## config.mk

```make
export PLATFORM = sky130hd
export DESIGN_NAME = softmax_argmax
export DESIGN_NICKNAME = d
export VERILOG_FILES = /design/src/rtl/softmax_pkg.sv /design/src/rtl/float_cmp8.sv /design/src/rtl/softmax_argmax.sv
export SDC_FILE = /design/constraint.sdc
export NUM_CORES = 1
export LEC_CHECK = 0
export CAP_MARGIN = 5
export CORE_MARGIN = 3
export CORE_UTILIZATION = 35
export CTS_BUF_LIST = sky130_fd_sc_hd__clkbuf_16
export DETAILED_ROUTE_END_ITERATION = 10
export PLACE_DENSITY = 0.67
export REMOVE_ABC_BUFFERS = 1
export SETUP_SLACK_MARGIN = 0.05
export SLEW_MARGIN = 10
export SYNTH_ARGS = -nofsm -noshare
export SYNTH_HDL_FRONTEND = slang
export SYNTH_HIERARCHICAL = 1
export SYNTH_SLANG_ARGS = --single-unit
```

## constraint.sdc

```tcl
create_clock -name clk -period 8.68 [get_ports clk]
set_input_delay 1.736 -clock clk [delete_from_list [all_inputs] [get_ports clk]]
set_output_delay 1.736 -clock clk [all_outputs]
set_load 0.005 [all_outputs]
```

## src/rtl/softmax_pkg.sv

```systemverilog
// softmax_pkg
// Shared definitions for the top-2 classifier that sits behind the softmax
// stage: float format width, lane count, class index width, the canonical
// zero encoding and the scan state machine encoding.
package softmax_pkg;

  localparam int FLOAT_WIDTH = 8;
  localparam int NUM_CLASSES = 7;
  localparam int CLASS_IDX_W = 3;
  localparam logic [FLOAT_WIDTH-1:0] FLOAT_ZERO = 8'h00;

  typedef enum logic [1:0] {
    IDLE,
    SCAN,
    WAIT
  } ScanState;

endpackage

```

## src/rtl/float_cmp8.sv

```systemverilog
// float_cmp8
// Combinational strict greater-than for the 8-bit float format
// sign[7] | exponent[6:3] | mantissa[2:0]. There are no NaN/Inf semantics;
// every encoding is an ordinary ordered value.
//
// Ports:
//   a, b : operands (raw float bits)
//   gt   : 1 when a is strictly greater than b
module float_cmp8
  import softmax_pkg::*;
(
  input  logic [FLOAT_WIDTH-1:0] a,
  input  logic [FLOAT_WIDTH-1:0] b,
  output logic                   gt
);

  logic aZero;
  logic bZero;
  logic aNeg;
  logic bNeg;

  // A zero magnitude is treated as positive regardless of its sign bit, so
  // +0 and -0 fall into the same bucket and compare equal. Sign-magnitude
  // ordering: positive beats negative, positives order by magnitude bits,
  // negatives order in reverse.
  always_comb begin
    aZero = (a[FLOAT_WIDTH-2:0] == '0);
    bZero = (b[FLOAT_WIDTH-2:0] == '0);
    aNeg  = a[FLOAT_WIDTH-1] & ~aZero;
    bNeg  = b[FLOAT_WIDTH-1] & ~bZero;
    gt    = 1'b0;
    if (aNeg != bNeg) begin
      gt = bNeg;
    end else if (!aNeg) begin
      gt = (a[FLOAT_WIDTH-2:0] > b[FLOAT_WIDTH-2:0]);
    end else begin
      gt = (a[FLOAT_WIDTH-2:0] < b[FLOAT_WIDTH-2:0]);
    end
  end

endmodule

```

## src/rtl/softmax_argmax.sv

```systemverilog
// softmax_argmax
// Sequential top-2 classifier. On a fresh rising edge of probs_valid the
// packed probability vector is copied into a shadow register, then one lane
// per cycle is folded into a running top1/top2 pair. After the last lane the
// result registers are written and done pulses for one cycle.
//
// Ports:
//   clk, reset   : clock, asynchronous active-high reset
//   probs        : packed lanes, lane i at probs[DATA_WIDTH*i +: DATA_WIDTH]
//   probs_valid  : level valid from the softmax stage
//   busy         : high while scanning lanes
//   done         : one-cycle pulse when a new result is written
//   top1_idx     : winning class index
//   top1_prob    : winning probability (raw float bits)
//   top2_idx     : runner-up class index
//   confident    : top1_prob >= CONF_THRESH
module softmax_argmax
  import softmax_pkg::*;
#(
  parameter int                DATA_WIDTH  = 8,
  parameter int                NUM_CLASSES = 7,
  parameter logic [DATA_WIDTH-1:0] CONF_THRESH = 8'h30
) (
  input  logic                             clk,
  input  logic                             reset,
  input  logic [DATA_WIDTH*NUM_CLASSES-1:0] probs,
  input  logic                             probs_valid,
  output logic                             busy,
  output logic                             done,
  output logic [CLASS_IDX_W-1:0]           top1_idx,
  output logic [DATA_WIDTH-1:0]            top1_prob,
  output logic [CLASS_IDX_W-1:0]           top2_idx,
  output logic                             confident
);

  ScanState state;
  ScanState nextState;

  logic                              prevValid;
  logic                              risingValid;
  logic [DATA_WIDTH*NUM_CLASSES-1:0] shadow;
  logic [CLASS_IDX_W-1:0]            idx;
  logic                              lastLane;

  logic                   run1Valid;
  logic [DATA_WIDTH-1:0]  run1Prob;
  logic [CLASS_IDX_W-1:0] run1Idx;
  logic                   run2Valid;
  logic [DATA_WIDTH-1:0]  run2Prob;
  logic [CLASS_IDX_W-1:0] run2Idx;

  logic [DATA_WIDTH-1:0]  laneProb;
  logic                   laneGtTop1;
  logic                   laneGtTop2;
  logic                   threshGtTop1;

  logic                   new1Valid;
  logic [DATA_WIDTH-1:0]  new1Prob;
  logic [CLASS_IDX_W-1:0] new1Idx;
  logic                   new2Valid;
  logic [DATA_WIDTH-1:0]  new2Prob;
  logic [CLASS_IDX_W-1:0] new2Idx;

  logic captureEn;
  logic laneEn;
  logic writeEn;

  assign risingValid = probs_valid & ~prevValid;
  assign lastLane    = (idx == CLASS_IDX_W'(NUM_CLASSES - 1));
  assign laneProb    = shadow[DATA_WIDTH*int'(idx) +: DATA_WIDTH];
  assign busy        = (state == SCAN);

  float_cmp8 cmpTop1 (
    .a  (laneProb),
    .b  (run1Prob),
    .gt (laneGtTop1)
  );

  float_cmp8 cmpTop2 (
    .a  (laneProb),
    .b  (run2Prob),
    .gt (laneGtTop2)
  );

  // The threshold is checked against the top1 value that is about to be
  // written, so it sees the final lane's contribution in the same cycle.
  float_cmp8 cmpThresh (
    .a  (CONF_THRESH),
    .b  (new1Prob),
    .gt (threshGtTop1)
  );

  // Fold the current lane into the running pair. Strict greater-than means an
  // equal later lane never displaces an earlier one, so ties keep the lower
  // index. The second lane naturally lands in top2 (or pushes top1 down)
  // because top2 is still empty at that point.
  always_comb begin
    new1Valid = run1Valid;
    new1Prob  = run1Prob;
    new1Idx   = run1Idx;
    new2Valid = run2Valid;
    new2Prob  = run2Prob;
    new2Idx   = run2Idx;
    if (!run1Valid) begin
      new1Valid = 1'b1;
      new1Prob  = laneProb;
      new1Idx   = idx;
    end else if (laneGtTop1) begin
      new2Valid = 1'b1;
      new2Prob  = run1Prob;
      new2Idx   = run1Idx;
      new1Prob  = laneProb;
      new1Idx   = idx;
    end else if (!run2Valid || laneGtTop2) begin
      new2Valid = 1'b1;
      new2Prob  = laneProb;
      new2Idx   = idx;
    end
  end

  // State register.
  always_ff @(posedge clk or posedge reset) begin
    if (reset) begin
      state <= IDLE;
    end else begin
      state <= nextState;
    end
  end

  // Next-state and control strobes. A scan starts only on a fresh rising
  // edge; dropping valid mid-scan abandons the vector without touching the
  // result registers.
  always_comb begin
    nextState = state;
    captureEn = 1'b0;
    laneEn    = 1'b0;
    writeEn   = 1'b0;
    unique case (state)
      IDLE: begin
        if (risingValid) begin
          captureEn = 1'b1;
          nextState = SCAN;
        end
      end
      SCAN: begin
        if (!probs_valid) begin
          nextState = IDLE;
        end else begin
          laneEn = 1'b1;
          if (lastLane) begin
            writeEn   = 1'b1;
            nextState = WAIT;
          end
        end
      end
      WAIT: begin
        if (!probs_valid) begin
          nextState = IDLE;
        end
      end
      default: nextState = IDLE;
    endcase
  end

  // Datapath: valid history, shadow capture, lane walk and result registers.
  // The index stops at the last lane so the lane mux never reads past the
  // shadow vector while waiting.
  always_ff @(posedge clk or posedge reset) begin
    if (reset) begin
      prevValid <= 1'b0;
      shadow    <= '0;
      idx       <= '0;
      run1Valid <= 1'b0;
      run1Prob  <= FLOAT_ZERO;
      run1Idx   <= '0;
      run2Valid <= 1'b0;
      run2Prob  <= FLOAT_ZERO;
      run2Idx   <= '0;
      done      <= 1'b0;
      top1_idx  <= '0;
      top1_prob <= FLOAT_ZERO;
      top2_idx  <= '0;
      confident <= 1'b0;
    end else begin
      prevValid <= probs_valid;
      done      <= writeEn;
      if (captureEn) begin
        shadow    <= probs;
        idx       <= '0;
        run1Valid <= 1'b0;
        run1Prob  <= FLOAT_ZERO;
        run1Idx   <= '0;
        run2Valid <= 1'b0;
        run2Prob  <= FLOAT_ZERO;
        run2Idx   <= '0;
      end
      if (laneEn) begin
        run1Valid <= new1Valid;
        run1Prob  <= new1Prob;
        run1Idx   <= new1Idx;
        run2Valid <= new2Valid;
        run2Prob  <= new2Prob;
        run2Idx   <= new2Idx;
        if (!lastLane) begin
          idx <= idx + CLASS_IDX_W'(1);
        end
      end
      if (writeEn) begin
        top1_idx  <= new1Idx;
        top1_prob <= new1Prob;
        top2_idx  <= new2Idx;
        confident <= ~threshGtTop1;
      end
    end
  end

endmodule

```

# == After elaboration in Yosys (flattened, before gate mapping) ==
# Index checks and enable logic that the tools add are counted.
# word_totals
reg_bits,102
inputBits,59
word_cells,95
# classes
addsub,1
n_lt_le_gt_ge,5
n_eq_ne,10
n_shift,1
muxes,42
bitwise,11
reduce_logical,10
# ops
cell,count
two-way mux 8 bit,8
indexed part select 56 x 7 -> 8 bit,1
two-way mux 3 bit,11
logical NOT 7 bit,4
two-way mux 1 bit,18
greater-than comparator 7 bit,2
< comparator 7 bit,2
two-way mux 2 bit,4
greater-than comparator 6 x 7 -> 1 bit (first input constant),1
inequality test 2 bit (second input constant),3
inverter 1 bit,6
case mux 2 bit (3 select lines),1
AND reduction 3 bit,2
AND 1 bit,5
adder 3 x 1 -> 3 bit (second input constant),1
equality test 3 bit (second input constant),1
inequality test 3 x 1 -> 1 bit (second input constant),1
inequality test 3 x 2 -> 1 bit (second input constant),1
equality test 2 x 1 -> 1 bit (second input constant),1
equality test 2 bit (second input constant),1
logical NOT 2 bit,1
inequality test 1 bit,2
nonzero test 2 bit,1
logical NOT 1 bit,1
logical OR 1 bit,1

# == Longest topological paths before layout ==
# depth
word_depth,13
depth_mapped,24

# == Cells and area by module ==
# The synthesis kept the hierarchy.
# by_module_without_submodules
mod,n_inst,cells_per_inst,area_each_um2,seq_area_each_um2
softmax_argmax,1,532,4773.3,2552.4
float_cmp8,3,31,225.2,0.0

# == Worst setup path before layout ==
# Ideal clock, no wire load.
# synth_path
kind,reg2reg
start,register idx[1]
end,register confident
setup_time_ps,127
arrival_time_ps,3908
setup_slack_ps,4646
path_stages_with_launch,24
path_buffers,4
period_less_slack_ps,4034
cell_sequence,dfrtp_1 buf_2 buf_4 nand3b_1 o21ai_0 o21ai_0 inv_1 ha_1 nand4_1 a21oi_1 o211ai_1 a21boi_1 buf_2 nor2b_1 buf_2 nand2_1 o21ai_0 inv_1 ha_1 nand4_1 a21oi_1 o22ai_1 a21boi_1 o21ai_0
# synth_via
elab_chain_cells,13
# synth_lines
element,line,rtl
from (decl),softmax_argmax.sv:42,logic [CLASS_IDX_W-1:0] idx;
from (signal assigned),softmax_argmax.sv:205,idx <= idx + CLASS_IDX_W'(1);
indexed part select 56 x 7 -> 8 bit *,softmax_argmax.sv:70,assign laneProb = shadow[DATA_WIDTH*int'(idx) +: DATA_WIDTH];
net laneProb[5],softmax_argmax.sv:52,logic [DATA_WIDTH-1:0] laneProb;
branches (longest 4 deep; another with greater-than comparator 7 bit),--,
two-way mux 1 bit *,float_cmp8.sv:32,if (aNeg != bNeg) begin
net laneGtTop1,softmax_argmax.sv:53,logic laneGtTop1;
two-way mux 8 bit *,softmax_argmax.sv:108,end else if (laneGtTop1) begin
two-way mux 8 bit *,softmax_argmax.sv:104,if (!run1Valid) begin
net new1Prob[5],softmax_argmax.sv:58,logic [DATA_WIDTH-1:0] new1Prob;
branches (longest 3 deep; another with greater-than comparator 6 x 7 -> 1 bit),--,
two-way mux 1 bit *,float_cmp8.sv:32,
net threshGtTop1,softmax_argmax.sv:55,logic threshGtTop1;
inverter 1 bit *,softmax_argmax.sv:212,confident <= ~threshGtTop1;
to (signal assigned),softmax_argmax.sv:212,
to (decl),softmax_argmax.sv:33,output logic confident
# Mark *: on every way through the listed nets, which the timed path passes.
# A chain may end at the register's enable or synchronous reset.

# == Worst setup path in the final report ==
# Ends and elaborated chain as after synthesis.

==> results.md <==
* Post-synthesis sequential area ratio at a little under half
* Vias in the first global route at 4,299
* Post-synth EDFFs at 0
* Port bufs at 75
* Critical Path Slowest Stage Cell: dfrtp_1
* Max incr delay on CP at a little over 0.8 ns
* Number of placement rows at 44
* Max Transition Viols Final at 0
* Post-route clock period utilization at approximately 57%
* Cell Area, Synth at 0.00545 mm²
* Die X at about 130 µm
* Setup crit start kind: register
* Chip Height at between 100 and 150 µm
* Leading area contributor after synthesis: dfrtp_1
* CTS resizes at 0
* FF+latch area at roughly 0.0026 mm²
* Pre-Repair DR Iteration Count at 4
* CP Max Fanout at 24
* Main combinational cell family by area after synthesis: simple AND/OR/NAND/NOR gates
* Max transition margin at 51.3%
* Internal at around 1.1 mW
* FFs w/ async S/R, synth at 100%
* Crit-path most repeated cell: inv_1
* Hold crit path type: reg2reg
* Post-synth top cells: 209 x nand2_1, 102 x dfrtp_1, 55 x o21ai_0
* Area growth syn-to-layout at 22.2%
* Setup ws final at about 3.7 ns
* Starting Density at a little over a third
* Pre-CTS setup slack at between 3 and 4 ns
* Synth unique cells at 38
* CP Cell Sequence: nor2b_1, a22oi_1, o21ai_1, inv_1, inv_1, ha_1, nand3b_1, a21oi_1, o211ai_1, a21boi_1, buf_4, nor2b_1, buf_4, o21ai_0, inv_1, ha_1, nand4_1, a21oi_1, o22ai_1, a21boi_1, o21ai_0
* Reg clk slew, reported paths at 0.07 ns
* First-pass GRT wire length at approximately 22 mm
* Unrepaired setup endpoints after global routing: false
* Final WL at 12.6 mm
* Critical path type: reg2reg
* Vias/cell at between 4 and 5
* Reg2reg setup slack at ~3.7 ns
* CTS Buf Count at 9
* GPL Wtd Cong at 0.888
* Combinational fraction of design power at 42.3%
* All-Layer GR Usage at 15.9%
* Crit path max-delay family: compound AO/OA/AOI/OAI gates
* Setup TNS Final at 0 ns
* DR iter-0 viols at roughly 270
* Bufs and invs on worst path at 5
* Fmax at about 0.2 GHz
* Avg Cell Area, Syn at 8.72 µm²
* H-tree depth at 3
* XOR/XNOR Fraction of Synth Area at 0%
* R2R cell count at 21
* Synth Area in Adders at roughly 5.3%
* Top-count cell post-synth: nand2_1
* CTS Sinks at 102
* Hold EP: shadow[37]$_DFFE_PP0P_
* CP endpoint kind: register
* Diodes inserted at 0
* Top-Level Pins at 76
* Synthesized instance count at about 630
* Sw Share at 39.2%
* Vias at 4,375
* Power Density at around 260 mW/mm²
* Cell leakage power at 3.16 nW
* WP data required at roughly 8.9 ns
* Core area at about 0.015 mm²
* Area fraction in compound gates after synthesis at 13.4%
* Endpoints failing setup at 0
* CTS tree: built
* Synth area leaders: dfrtp_1 47%, nand2_1 14%, ha_1 5.3%
* Share of the synthesized area in the top cell type at approximately 47%
* Die area at between 0.015 and 0.02 mm²
* Multiplexer share of the synthesized area at about 6.6%
* Worst hold path stage count at 2
* Number of nets with antenna violations after routing at 0
* Post-CTS Setup Bufs at 0
* Clock network fraction of total power at 20.8%
* Largest net degree at the start of global routing at 57
* Worst slew pin tran at approximately 0.73 ns
* Wire per inst at roughly 14 µm
* Final worst clock skew at 0.00969 ns
* Min Tclk post-route at about 5 ns
* Critical R2R Launch: idx[1]$_DFF_PP0_
* Nets at roughly 780
* Initial antenna violation count at 0
* Register share of total power at 36.9%
* Switching power total at about 690 µW
* Peak VDD IR at roughly 0.12 mV
* Hold Startpoint: shadow[37]$_DFFE_PP0P_
* Crit path DAT at roughly 5.2 ns
* Final Hold Viols at 0
* Gr ovfl total at 0
* Ys flop type: dfrtp_1
* Post-Synth Simple-Gate Area at between 20% and 30%
* Residual DRC count at 0
* Synthesis Warnings at 6
* R2r endpoint: confident$_DFFE_PP0P_
* Cts hold-fix bufs at 0
* Synth Register Bits at approximately 100
* Worst-case clock buffer depth at 2
* Clk root buf: clkbuf_16
* Fillers at around 1,500
* Ratio of cells with drive above 1 in the final layout at approximately 6.8%
* Max Cap Viol at 0
* DP HPWL at 9.26 mm
* Clk_lat worst skew at about 0.35 ns
* Area of the multi-input gates at roughly 0.0026 mm²
* Status: finished clean
[sequential cells by signal, summed over array words and instances (netlist names)]
| signal | count |
|---|---|
| run1Valid | 1 |
| top1_idx | 3 |
| shadow | 56 |
| top1_prob | 8 |
| run2Valid | 1 |
| idx | 3 |
| run1Idx | 3 |
| run2Prob | 8 |
| run1Prob | 8 |
| run2Idx | 3 |
| state | 2 |
| prevValid | 1 |
| confident | 1 |
| done | 1 |
| top2_idx | 3 |
[metrics by stage]
step	hold slack [ns]	std cells	area [µm²]	power, mW	utilization, %
2_1_floorplan	0.445	604	5340	1.15	-
3_3_place_gp	0.456	873	6410	1.37	43.1
3_5_place_dp	0.462	873	6410	1.39	43.1
4_1_cts	0.479	887	6660	1.76	44.8
5_1_grt	0.495	887	6660	1.89	44.8
6_report	0.473	887	6660	1.75	44.8
[worst register-to-register path, delay by kind of cell (launching register included)]
| family | cells | cell delay, ns |
|---|---|---|
| compound gates | 10 | 1.90 |
| fa+ha+maj | 2 | 0.43 |
| buf+inv | 5 | 0.83 |
| flops | 1 | 0.81 |
| simple gates | 4 | 0.87 |
[placed cells by master (no fill, tap or decap), types with 2 or more instances in the layout]
cell type and count:
a22oi_1 8, dfrtp_1 102, nand2_1 208, mux2i_1 26
o41ai_2 3, nor3_1 4, ha_1 23, nor2_1 8
a21oi_1 15, nand4_1 3, o21ai_0 55, clkbuf_16 9
inv_1 44, clkdlybuf4s50_1 75, o221ai_1 2, buf_4 10
nor2b_1 5, or4_4 3, o21ai_1 6, o221ai_2 6
o22ai_1 5, a22o_1 3, nand3_1 22, nand2b_1 2
o211ai_1 3, conb_1 15, nand3b_1 11, mux2_2 9
a21boi_1 3, nor4_1 3
[worst max-delay path by stage]
stage          cells after the start  slack, ns                    end              from
2_1_floorplan                     17       3.63  confident$_DFFE_PP0P_  idx[0]$_DFF_PP0_
3_3_place_gp                      21       3.85  confident$_DFFE_PP0P_  idx[1]$_DFF_PP0_
3_5_place_dp                      20       3.73  confident$_DFFE_PP0P_  idx[1]$_DFF_PP0_
4_1_cts                           20       3.71  confident$_DFFE_PP0P_  idx[1]$_DFF_PP0_
5_1_grt                           21       3.25  confident$_DFFE_PP0P_  idx[1]$_DFF_PP0_
6_report                          21       3.70  confident$_DFFE_PP0P_  idx[1]$_DFF_PP0_
[routing by layer]
metal / routed length [µm] / global-route usage (%) / up-vias
li1: - / - / 2230
met1: 6240 / 23.3 / 2024
met5: 0 / 0 / -
met4: 127 / 3.45 / 0
met2: 5670 / 24.0 / 109
met3: 588 / 3.62 / 12
[power groups by stage]
| stage | Combinational [mW] | Clock [mW] | Sequential, mW |
|---|---|---|---|
| after floorplan | 0.511 | 0 | 0.636 |
| after global routing | 0.840 | 0.393 | 0.657 |
| after global placement | 0.721 | 0 | 0.651 |
| final | 0.740 | 0.363 | 0.645 |
| after detailed placement | 0.737 | 0 | 0.654 |
| after CTS | 0.741 | 0.373 | 0.644 |
[layout make-up]
cell class,instances,share of cell area [%]
well taps,184,3.46
multi-input cells,459,39.5
clock buffers,9,3.38
repair buffers,85,12.4
flip-flops and latches,102,38.3
inverters,43,2.46
clock inverters,5,0.432
[cell families (layout without fill, tap and decap cells)]
group | after synthesis | in the layout
compound gates | 111 | 111
fa+ha+maj | 23 | 23
buf+inv | 77 | 142
flops | 102 | 102
mux | 35 | 35
other cells | 2 | 15
simple gates | 275 | 275
Note: power is estimated with default switching activity, not from simulation.
